==> src/rtl/pattern_pkg.sv <==
// Shared types and constants for the single-bit serial pattern interface.
package pattern_pkg;

   typedef enum logic [1:0] {
      IDLE   = 2'b00,
      SEND   = 2'b01,
      GAP    = 2'b10,
      FINISH = 2'b11
   } tx_state_t;

   localparam logic IDLE_LEVEL = 1'b1;

endpackage

==> src/rtl/serial_pattern_tx_if.sv <==
// Request and serial-output signals of the pattern transmitter.
interface serial_pattern_tx_if #(
   parameter int unsigned WIDTH = 8,
   parameter int unsigned CNT_W = 4
);

   logic             start;
   logic             stop;
   logic [WIDTH-1:0] pattern;
   logic [CNT_W-1:0] repeats;
   logic             a;
   logic             valid;
   logic             busy;
   logic             done;

   // Requester side: issues start/stop and consumes the serial stream.
   modport master (
      output start, stop, pattern, repeats,
      input  a, valid, busy, done
   );

   // Transmitter side.
   modport slave (
      input  start, stop, pattern, repeats,
      output a, valid, busy, done
   );

endinterface

==> src/rtl/piso_shifter.sv <==
// Parallel-in serial-out shift register, MSB first; resets and forces to the idle level.
module piso_shifter
   import pattern_pkg::*;
#(
   parameter int unsigned WIDTH = 8
) (
   input  logic             clk,
   input  logic             reset,
   input  logic             load,
   input  logic [WIDTH-1:0] load_val,
   input  logic             shift,
   input  logic             force_ones,
   output logic             msb
);

   logic [WIDTH-1:0] shreg_q, shreg_d;

   // force_ones has priority so an abort always parks the line at the idle level.
   always_comb begin
      shreg_d = shreg_q;
      if (force_ones) begin
         shreg_d = {WIDTH{IDLE_LEVEL}};
      end else if (load) begin
         shreg_d = load_val;
      end else if (shift) begin
         shreg_d = {shreg_q[WIDTH-2:0], IDLE_LEVEL};
      end
   end

   always_ff @(posedge clk or posedge reset) begin
      if (reset) begin
         shreg_q <= {WIDTH{IDLE_LEVEL}};
      end else begin
         shreg_q <= shreg_d;
      end
   end

   assign msb = shreg_q[WIDTH-1];

endmodule

==> src/rtl/serial_pattern_tx.sv <==
// Serial pattern transmitter: sends a captured pattern MSB-first, optionally repeated
// with a one-cycle idle gap between copies. All outputs are Moore.
module serial_pattern_tx
   import pattern_pkg::*;
#(
   parameter int unsigned WIDTH = 8,
   parameter int unsigned CNT_W = 4
) (
   input  logic                clk,
   input  logic                reset,
   serial_pattern_tx_if.slave  bus
);

   localparam int unsigned BitW = $clog2(WIDTH);
   localparam logic [BitW-1:0] LastBit = BitW'(WIDTH - 1);

   tx_state_t        state_q, state_d;
   logic [WIDTH-1:0] pat_hold_q, pat_hold_d;
   logic [BitW-1:0]  bit_cnt_q, bit_cnt_d;
   logic [CNT_W-1:0] rep_cnt_q, rep_cnt_d;

   logic             sh_load;
   logic [WIDTH-1:0] sh_load_val;
   logic             sh_shift;
   logic             sh_force;
   logic             sh_msb;

   piso_shifter #(
      .WIDTH (WIDTH)
   ) u_shifter (
      .clk        (clk),
      .reset      (reset),
      .load       (sh_load),
      .load_val   (sh_load_val),
      .shift      (sh_shift),
      .force_ones (sh_force),
      .msb        (sh_msb)
   );

   always_comb begin
      state_d     = state_q;
      pat_hold_d  = pat_hold_q;
      bit_cnt_d   = bit_cnt_q;
      rep_cnt_d   = rep_cnt_q;
      sh_load     = 1'b0;
      sh_load_val = pat_hold_q;
      sh_shift    = 1'b0;
      sh_force    = 1'b0;

      unique case (state_q)
         IDLE: begin
            // stop wins over a simultaneous start
            if (bus.start && !bus.stop) begin
               sh_load     = 1'b1;
               sh_load_val = bus.pattern;
               pat_hold_d  = bus.pattern;
               rep_cnt_d   = bus.repeats;
               bit_cnt_d   = LastBit;
               state_d     = SEND;
            end
         end
         SEND: begin
            if (bus.stop) begin
               sh_force = 1'b1;
               state_d  = IDLE;
            end else if (bit_cnt_q != '0) begin
               sh_shift  = 1'b1;
               bit_cnt_d = bit_cnt_q - BitW'(1);
            end else if (rep_cnt_q != '0) begin
               // Reload now so the next copy is ready when GAP ends.
               sh_load   = 1'b1;
               rep_cnt_d = rep_cnt_q - CNT_W'(1);
               bit_cnt_d = LastBit;
               state_d   = GAP;
            end else begin
               sh_shift = 1'b1;
               state_d  = FINISH;
            end
         end
         GAP: begin
            if (bus.stop) begin
               sh_force = 1'b1;
               state_d  = IDLE;
            end else begin
               state_d = SEND;
            end
         end
         FINISH: begin
            state_d = IDLE;
         end
         default: begin
            state_d = IDLE;
         end
      endcase
   end

   always_ff @(posedge clk or posedge reset) begin
      if (reset) begin
         state_q    <= IDLE;
         pat_hold_q <= '0;
         bit_cnt_q  <= '0;
         rep_cnt_q  <= '0;
      end else begin
         state_q    <= state_d;
         pat_hold_q <= pat_hold_d;
         bit_cnt_q  <= bit_cnt_d;
         rep_cnt_q  <= rep_cnt_d;
      end
   end

   assign bus.a     = (state_q == SEND) ? sh_msb : IDLE_LEVEL;
   assign bus.valid = (state_q == SEND);
   assign bus.busy  = (state_q != IDLE);
   assign bus.done  = (state_q == FINISH);

endmodule

==> src/flat_wrapper.sv <==
// flat-port wrapper written by rule: the top's interface ports become plain ports
module serial_pattern_tx_flat import pattern_pkg::*;
#(
   parameter int unsigned WIDTH = 8,
   parameter int unsigned CNT_W = 4
)
  (clk, reset, bus_start, bus_stop, bus_pattern, bus_repeats, bus_a, bus_valid, bus_busy, bus_done);
  serial_pattern_tx_if #(.WIDTH(WIDTH), .CNT_W(CNT_W)) bus_i ();
  input  logic clk;
  input  logic reset;
  input wire logic [$bits(bus_i.start)-1:0] bus_start;
  input wire logic [$bits(bus_i.stop)-1:0] bus_stop;
  input wire logic [$bits(bus_i.pattern)-1:0] bus_pattern;
  input wire logic [$bits(bus_i.repeats)-1:0] bus_repeats;
  output wire logic [$bits(bus_i.a)-1:0] bus_a;
  output wire logic [$bits(bus_i.valid)-1:0] bus_valid;
  output wire logic [$bits(bus_i.busy)-1:0] bus_busy;
  output wire logic [$bits(bus_i.done)-1:0] bus_done;
  assign bus_i.start = bus_start;
  assign bus_i.stop = bus_stop;
  assign bus_i.pattern = bus_pattern;
  assign bus_i.repeats = bus_repeats;
  assign bus_a = bus_i.a;
  assign bus_valid = bus_i.valid;
  assign bus_busy = bus_i.busy;
  assign bus_done = bus_i.done;
  serial_pattern_tx #(.WIDTH(WIDTH), .CNT_W(CNT_W)) u_core (.clk(clk), .reset(reset), .bus(bus_i));
endmodule
==> config.mk <==
export PLATFORM = sky130hd
export DESIGN_NAME = serial_pattern_tx_flat
export DESIGN_NICKNAME = d
export VERILOG_FILES = /design/src/rtl/pattern_pkg.sv /design/src/rtl/serial_pattern_tx_if.sv /design/src/rtl/piso_shifter.sv /design/src/rtl/serial_pattern_tx.sv /design/src/flat_wrapper.sv
export SDC_FILE = /design/constraint.sdc
export NUM_CORES = 1
export LEC_CHECK = 0
export CAP_MARGIN = 10
export CORE_MARGIN = 2
export CORE_UTILIZATION = 26
export CTS_CLUSTER_SIZE = 16
export DETAILED_ROUTE_END_ITERATION = 10
export PLACE_DENSITY_LB_ADDON = 0.3
export REMOVE_ABC_BUFFERS = 1
export SLEW_MARGIN = 40
export SYNTH_ARGS = -nofsm -noshare
export SYNTH_HDL_FRONTEND = slang
export SYNTH_SLANG_ARGS = --single-unit
==> constraint.sdc <==
create_clock -name clk -period 5.2 [get_ports clk]
set_input_delay 1.3 -clock clk [delete_from_list [all_inputs] [get_ports clk]]
set_output_delay 1.3 -clock clk [all_outputs]
set_load 0.01 [all_outputs]
-- Word level (Yosys, flattened, before mapping)
Cells that the tools add are included.
- input port bits: 16
- memories: 0
- logic and storage cells: 61
- bits in read-only memories: 0
- latch bits: 0
- output and inout port bits: 4
- bits in writable memories: 0
- register bits after elaboration: 25
- divide/modulo/power cells: 0
- equality and inequality tests: 9
- bitwise logic cells: 0
- $add $sub $neg: 2
- muxes and demuxes: 33
- $mul: 0
- magnitude comparators: 0
- shift-type cells: 0
- reductions and logical operators: 12
- operators by type and width (cell ; count):
    2-to-1 mux 8 bit ; 5
    2-to-1 mux 4 bit ; 4
    2-to-1 mux 1 bit ; 13
    2-to-1 mux 3 bit ; 4
    case mux 2 bit (4 select lines) ; 1
    case mux 4 bit (2 select lines) ; 1
    2-to-1 mux 2 bit ; 3
    case mux 3 bit (2 select lines) ; 1
    nonzero test 3 bit ; 2
    AND reduction 5 bit ; 1
    equality test 2 bit, second input constant ; 2
    != test 2 x 1 -> 1 bit, second input constant ; 2
    != test 2 bit, second input constant ; 2
    AND reduction 4 bit ; 1
    nonzero test 2 bit ; 2
    nonzero test 4 bit ; 1
    subtractor 4 x 1 -> 4 bit, second input constant ; 1
    != test 3 x 1 -> 1 bit, second input constant ; 1
    != test 3 bit, second input constant ; 1
    subtractor 3 x 1 -> 3 bit, second input constant ; 1
    equality test 2 x 1 -> 1 bit, second input constant ; 1
    zero test 2 bit ; 1
    case mux 1 bit (2 select lines) ; 1
    AND reduction 2 bit ; 1
    other kinds (3) ; 3

-- Longest topological paths before layout
Gate-level depths: netlist (run 1).
- word-level depth: 8
- depth in mapped cells: 7
- mapped depth without buffers: 7

-- Cells and area by module
From an unflattened synthesis (run 1), not the netlist that was laid out.
- cells, all modules: 138
- area, all modules: 1477.7 um^2
- modules (own cells, without submodules) (module ; area each (um^2) ; times used ; cells each):
    serial_pattern_tx ; 1082.3 ; 1 ; 107
    piso_shifter ; 395.4 ; 1 ; 31

-- Least setup slack after synthesis (run 1)
No wires, ideal clock.
- path type: reg2out
- start point: register u_core.state_q[1]
- end point: output port bus_a
- data required time: 3.900 ns
- cell stages (with the launch flop): 6
- arrival: 1.309 ns
- slack: 2.591 ns
- cell sequence: dfrtp_1 inv_1 ha_1 buf_2 buf_1 nand2b_1
- cells in the longest elaborated chain, start to end: 2
- RTL lines (what ; RTL line ; text):
    start: declaration ; serial_pattern_tx.sv:17 ; tx_state_t state_q, state_d;
    start signal: assignment ; serial_pattern_tx.sv:104 ; state_q <= state_d;
    equality test 2 x 1 -> 1 bit ; -- ;
    named net bus_valid ; flat_wrapper.sv:16 ; output wire logic [$bits(bus_i.valid)-1:0] bus_valid;
    2-to-1 mux 1 bit ; serial_pattern_tx.sv:111 ; assign bus.a = (state_q == SEND) ? sh_msb : IDLE_LEVEL;
    end: declaration ; flat_wrapper.sv:15 ; output wire logic [$bits(bus_i.a)-1:0] bus_a;
The timed path passes the listed nets, and every way through them passes these cells.

-- Worst setup path after layout (run 1)
- start point: register u_core.state_q[1]
- end point: output port bus_valid
- cells in the longest elaborated chain, start to end: 1
- RTL lines (what ; RTL line ; text):
    equality test 2 x 1 -> 1 bit ; serial_pattern_tx.sv:112 ; assign bus.valid = (state_q == SEND);
    end: declaration ; flat_wrapper.sv:16 ;
No other way between the ends.

==> flow_metrics.tcl, run 1 <==
set metrics [dict create \
    synth_cell_types 37 \
    multi_input_area_sq_um 680.7 \
    fin_setup_tns_ns 0 \
    met1_usage_pct 13.10 \
    grt_use_met2_pct 19.29 \
    rsz0062_at_grt "no" \
    cts_resized 0 \
    antenna_found_initial 0 \
    place_area_sq_um 1635 \
    cts.sinks 25 \
    drc 0 \
    synth-seq-area-share_pct 46.39 \
    die_x_um 76.59 \
    finalMaxSlewViolations 0 \
    netSwitchingFraction_pct 35.71 \
    combPwrFrac_pct 43.1 \
    dpl_worst_slack_ns 2.097 \
    via_per_inst 4.743 \
    grt_max_degree 26 \
    grt_pass1_wl_um 5099 \
    p_leak_nw 0.6789 \
    cellPowerDensity_nw_per_um2 474.8 \
    arrival_ns 2.11 \
    status "finished clean" \
    max_freq_mhz 293.1 \
    worst_ir_drop_vdd_mv 0.2149 \
    design_area_sq_um 1685 \
    port_buffers 19 \
    cts_tree "built" \
    cts.htree.levels 1 \
    final_cell_mix "19 x clkdlybuf4s50_1, 17 x dfrtp_1, 10 x inv_1, 9 x nor2_1" \
    top_usage_layer "met2" \
    critPathCaptureType "output pin" \
    tightestPinTransition_ns 0.7257 \
    wire_per_inst_um 13.12 \
    grt_pass1_vias 1099 \
    power.share.clock_pct 15.4 \
    initial_core_util_pct 26.83 \
    nNetsFinal 173 \
    dp_hpwl_um 2153 \
    slew_headroom_pct 51.62 \
    critPathKind "reg2out" \
    pwr-share-seq_pct 41.5 \
    critPathMaxFanout 22 \
    setup_ws_ns 1.788 \
    wirelength_um 2860 \
    cap_violations 0 \
    cts_setup_buffers 0 \
    seq_area_sq_um 635.6 \
    place_inst 214 \
    hp-class "reg2reg" \
    ys_ff_latch 25 \
    fin_cells 218 \
    num_antenna_cells 0 \
    final_common_cell "clkdlybuf4s50_1" \
    synth_edf_count 0 \
    cts_made_buffers 3 \
    syn_area_per_cell_sq_um 10.70 \
    grt_use_met3_pct 2.725 \
    clockBufferDepth 2 \
    grt_overflow 0 \
    gp_congestion 0.7955 \
    critPathLaunchType "flop" \
    setup_viol 0 \
    dr.pass1.iters 4 \
    via_count 1034 \
    fp.dieArea_sq_um 5866 \
    die_h_um 76.59 \
    syn_inst 128 \
    finalHoldViolCount 0 \
    ys.flop_type "dfrtp_1" \
    drt_iter0_markers 67 \
    ios 20 \
    internal_power_mw 0.5145 \
    clk_pin_slew_ns 0.09 \
    utilization_pct 33.00 \
    drive_gt1_share_pct 18.92 \
    power_mw 0.8002 \
    p_sw_mw 0.2857 \
    insertion_delay_ns 0.27 \
    grt_use_total_pct 10.72 \
    fp.coreArea_sq_um 5107 \
    synth_async_sr_flop_share_pct 100.0 \
    period_minus_slack_ns 3.412 \
    ant_nets 0 \
    root_buffer "clkbuf_8" \
    yosys_warnings 0 \
    netlist_area_sq_um 1370 \
    area_growth_pct 23.01 \
    nFillCells 518 \
    num_rows 26 \
    cts_hold_buf 0 \
    finClkSkew_ns 0.002580 \
    fin_crit_sh_pct 65.61 \
    required_ns 3.90 \
    whs_ns 0.5079 \
]
final cells by class:
| cell class | count | area share, % |
|---|---|---|
| Inverter | 11 | 2.450 |
| Clock inverter | 1 | 0.5197 |
| Tap cell | 70 | 5.197 |
| Sequential cell | 25 | 37.71 |
| Timing Repair Buffer | 19 | 11.28 |
| Clock buffer | 3 | 2.450 |
| Multi-Input combinational cell | 89 | 40.39 |
worst max-delay path, stage by stage, from the launching register on:
cell	delay [ns]
dfrtp_1	0.42
inv_1	0.11
ha_1	0.63
clkdlybuf4s50_1	0.67
cells by family (layout without fill, tap and decap cells):
kind of cell,after synthesis,in the layout,share of synthesized area [%]
compound gates,37,37,20.55
mux,10,10,8.037
buf+inv,14,34,3.926
simple gates,34,34,13.79
fa+ha+maj,8,8,7.306
flops,25,25,46.39
metal layers:
layer / up-vias / wire, um
li1: 506 / -
met1: 509 / 1287
met2: 17 / 1457
met3: 2 / 90
met4: 0 / 23
met5: - / 0
flip-flops by register name (all words and copies together) (netlist names):
name and cells:
u_core.pat_hold_q 8, u_core.bit_cnt_q 3, u_core.state_q 2, u_core.rep_cnt_q 4, u_core.u_shifter.shreg_q 8
synthesized netlist by cell type (2+ instances only):
library cell,count,area (sq um)
inv_1,11,41.29
nor2_1,9,33.78
a31oi_1,2,12.51
nor2b_1,3,18.77
o22a_1,7,61.31
nand3_1,3,15.01
dfrtp_1,17,425.4
nor3_1,5,25.02
o21ai_0,5,25.02
o21a_1,7,52.55
ha_1,8,100.1
nand2b_1,5,31.28
nand2_1,3,11.26
mux2_2,8,90.09
a21oi_1,3,15.01
a2bb2oi_1,2,17.52
o211ai_1,2,15.01
dfstp_2,8,210.2
mux2i_1,2,20.02
path summary, 6_finish.rpt:
check                                               to  cells past startpoint                 start  slack [ns]
max                                          bus_valid                      3     u_core.state_q[1]        1.79
min                               u_core.pat_hold_q[1]                      1  u_core.pat_hold_q[1]        0.51
max reg2reg                u_core.u_shifter.shreg_q[7]                      6     u_core.state_q[1]        2.91
min reg2reg                       u_core.pat_hold_q[1]                      1  u_core.pat_hold_q[1]        0.51
max in group asynchronous  u_core.u_shifter.shreg_q[1]                      2                 reset        3.46
min in group asynchronous          u_core.bit_cnt_q[1]                      2                 reset        1.38
power groups by stage:
stage                     Clock (mW)  Sequential, mW  Combinational (mW)
after CTS                      0.130           0.332               0.350
final                          0.123           0.332               0.345
after floorplan                    0           0.323               0.260
after global routing           0.140           0.344               0.389
after detailed placement           0           0.337               0.348
after global placement             0           0.332               0.331
Note: power is estimated with default switching activity, not from simulation.
==> inputs of run 2 (changes only) <==
==> constraint.sdc (replaced) <==
create_clock -name clk -period 2.85 [get_ports clk]
set_input_delay 0.7125 -clock clk [delete_from_list [all_inputs] [get_ports clk]]
set_output_delay 0.7125 -clock clk [all_outputs]
set_load 0.01 [all_outputs]
==> run 2 against run 1 <==
Global-route usage is 0.19 points higher. Sequential share of layout area fell by 0.66 points. Cell count up 1.8%. Sequential cell count is the same. Worst setup slack lost 1.5 ns. Combinational power rose by 92%. Sequential power grew 82%. Design area increased by 1.8%. Clock power rose by 89%. Largest cell class unchanged.
==> flow_metrics.tcl, run 2 (synthesized netlist as in run 1, its figures left out) <==
set metrics [dict create \
    critPathLaunchType "flop" \
    period_minus_slack_ns 2.593 \
    hp-class "reg2reg" \
    cts_tree "built" \
    arrival_ns 1.88 \
    drc 0 \
    drt_iter0_markers 66 \
    rrSetupSlack_ns 0.68 \
    finalMaxSlewViolations 0 \
    setup_viol 0 \
    port_buffers 19 \
    grt_overflow 0 \
    cts_setup_buffers 0 \
    multi_input_area_sq_um 680.7 \
    antenna_found_initial 0 \
    cap_violations 0 \
    clockBufferDepth 2 \
    p_leak_nw 0.6992 \
    required_ns 2.14 \
    via_count 1045 \
    wire_per_inst_um 13.17 \
    die_h_um 76.59 \
    fin_crit_sh_pct 90.99 \
    dp_hpwl_um 2206 \
    fp.dieArea_sq_um 5866 \
    via_per_inst 4.707 \
    fp.coreArea_sq_um 5107 \
    root_buffer "clkbuf_8" \
    power_mw 1.502 \
    num_rows 26 \
    nNetsFinal 177 \
    gp_congestion 0.7743 \
    grt_max_degree 26 \
    cts_made_buffers 3 \
    finalHoldViolCount 0 \
    critPathKind "reg2out" \
    insertion_delay_ns 0.28 \
    critPathCaptureType "output pin" \
    grt_pass1_wl_um 5112 \
    critPathMaxFanout 12 \
    nFillCells 546 \
    utilization_pct 33.59 \
    cts_hold_buf 0 \
    grt_pass1_vias 1169 \
    max_freq_mhz 385.6 \
    die_x_um 76.59 \
    cts_resized 0 \
    cellPowerDensity_nw_per_um2 875.4 \
    seq_area_sq_um 635.6 \
    cts.sinks 25 \
    status "finished clean" \
    drive_gt1_share_pct 20.39 \
    dr.pass1.iters 4 \
    top_regs "u_core.pat_hold_q: 8 flops, u_core.u_shifter.shreg_q: 8 flops, u_core.rep_cnt_q: 4 flops" \
    final_cell_mix "19 x clkdlybuf4s50_1, 17 x dfrtp_1, 11 x inv_1, 9 x nor2_1" \
    hold-path-cell-count 1 \
    ios 20 \
    worst_ir_drop_vdd_mv 0.3634 \
    final_common_cell "clkdlybuf4s50_1" \
    grt_use_total_pct 10.91 \
    wirelength_um 2924 \
    num_antenna_cells 0 \
    ant_nets 0 \
    cts.htree.levels 1 \
    finClkSkew_ns 0.004180 \
    slew_headroom_pct 70.35 \
    fin_setup_tns_ns 0 \
    tightestPinTransition_ns 0.4448 \
    area_growth_pct 25.21 \
    reg2regPathDepth 7 \
    rsz0062_at_grt "no" \
    initial_core_util_pct 26.83 \
    clk_pin_slew_ns 0.10 \
]
==> run 2: power breakdown <==
| part | switching [mW] | internal, mW | leakage (nW) |
|---|---|---|---|
| clock | 0.130 | 0.103 | 0.0261 |
| sequential | 0.0767 | 0.528 | 0.280 |
| combinational | 0.332 | 0.332 | 0.393 |
==> run 2: per-layer routing <==
| metal | global-route usage (%) | part of all wire (%) |
|---|---|---|
| met3 | 3.436 | 3.8 |
| met1 | 11.60 | 42 |
| met2 | 19.65 | 52 |
| met4 | 4.909 | 2.0 |
| met5 | 0 | 0 |
==> run 2: stage by stage <==
stage / instances / hold WS [ns] / cell area [sq um] / setup slack, ns
floorplan: 125 / 0.4711 / 1358 / 0.8453
global placement: 218 / 0.4830 / 1665 / 0.4476
detailed placement: 218 / 0.4897 / 1665 / 0.4014
CTS: 222 / 0.5136 / 1715 / 0.2583
global route: 222 / 0.5320 / 1715 / 0.1238
finish: 222 / 0.5065 / 1715 / 0.2568
==> run 2: final timing paths <==
path                                       from                           to
max                           u_core.state_q[1]                    bus_valid
min reg2reg                u_core.pat_hold_q[3]         u_core.pat_hold_q[3]
max reg2reg                   u_core.state_q[1]          u_core.rep_cnt_q[3]
min                        u_core.pat_hold_q[3]         u_core.pat_hold_q[3]
min in group asynchronous                 reset            u_core.state_q[0]
max in group asynchronous                 reset  u_core.u_shifter.shreg_q[4]
==> run 2: final cells by class <==
class | count | share of cell area (%)
Clock buffer | 3 | 2.407
Timing Repair Buffer | 23 | 12.84
Tap cell | 70 | 5.106
Clock inverter | 1 | 0.5106
Inverter | 11 | 2.407
Multi-Input combinational cell | 89 | 39.68
Sequential cell | 25 | 37.05
==> run 2: worst max-delay path, stage by stage (launching register included) <==
cell and delay [ns]:
dfrtp_1 0.42, inv_1 0.11, ha_1 0.44, clkdlybuf4s50_1 0.62
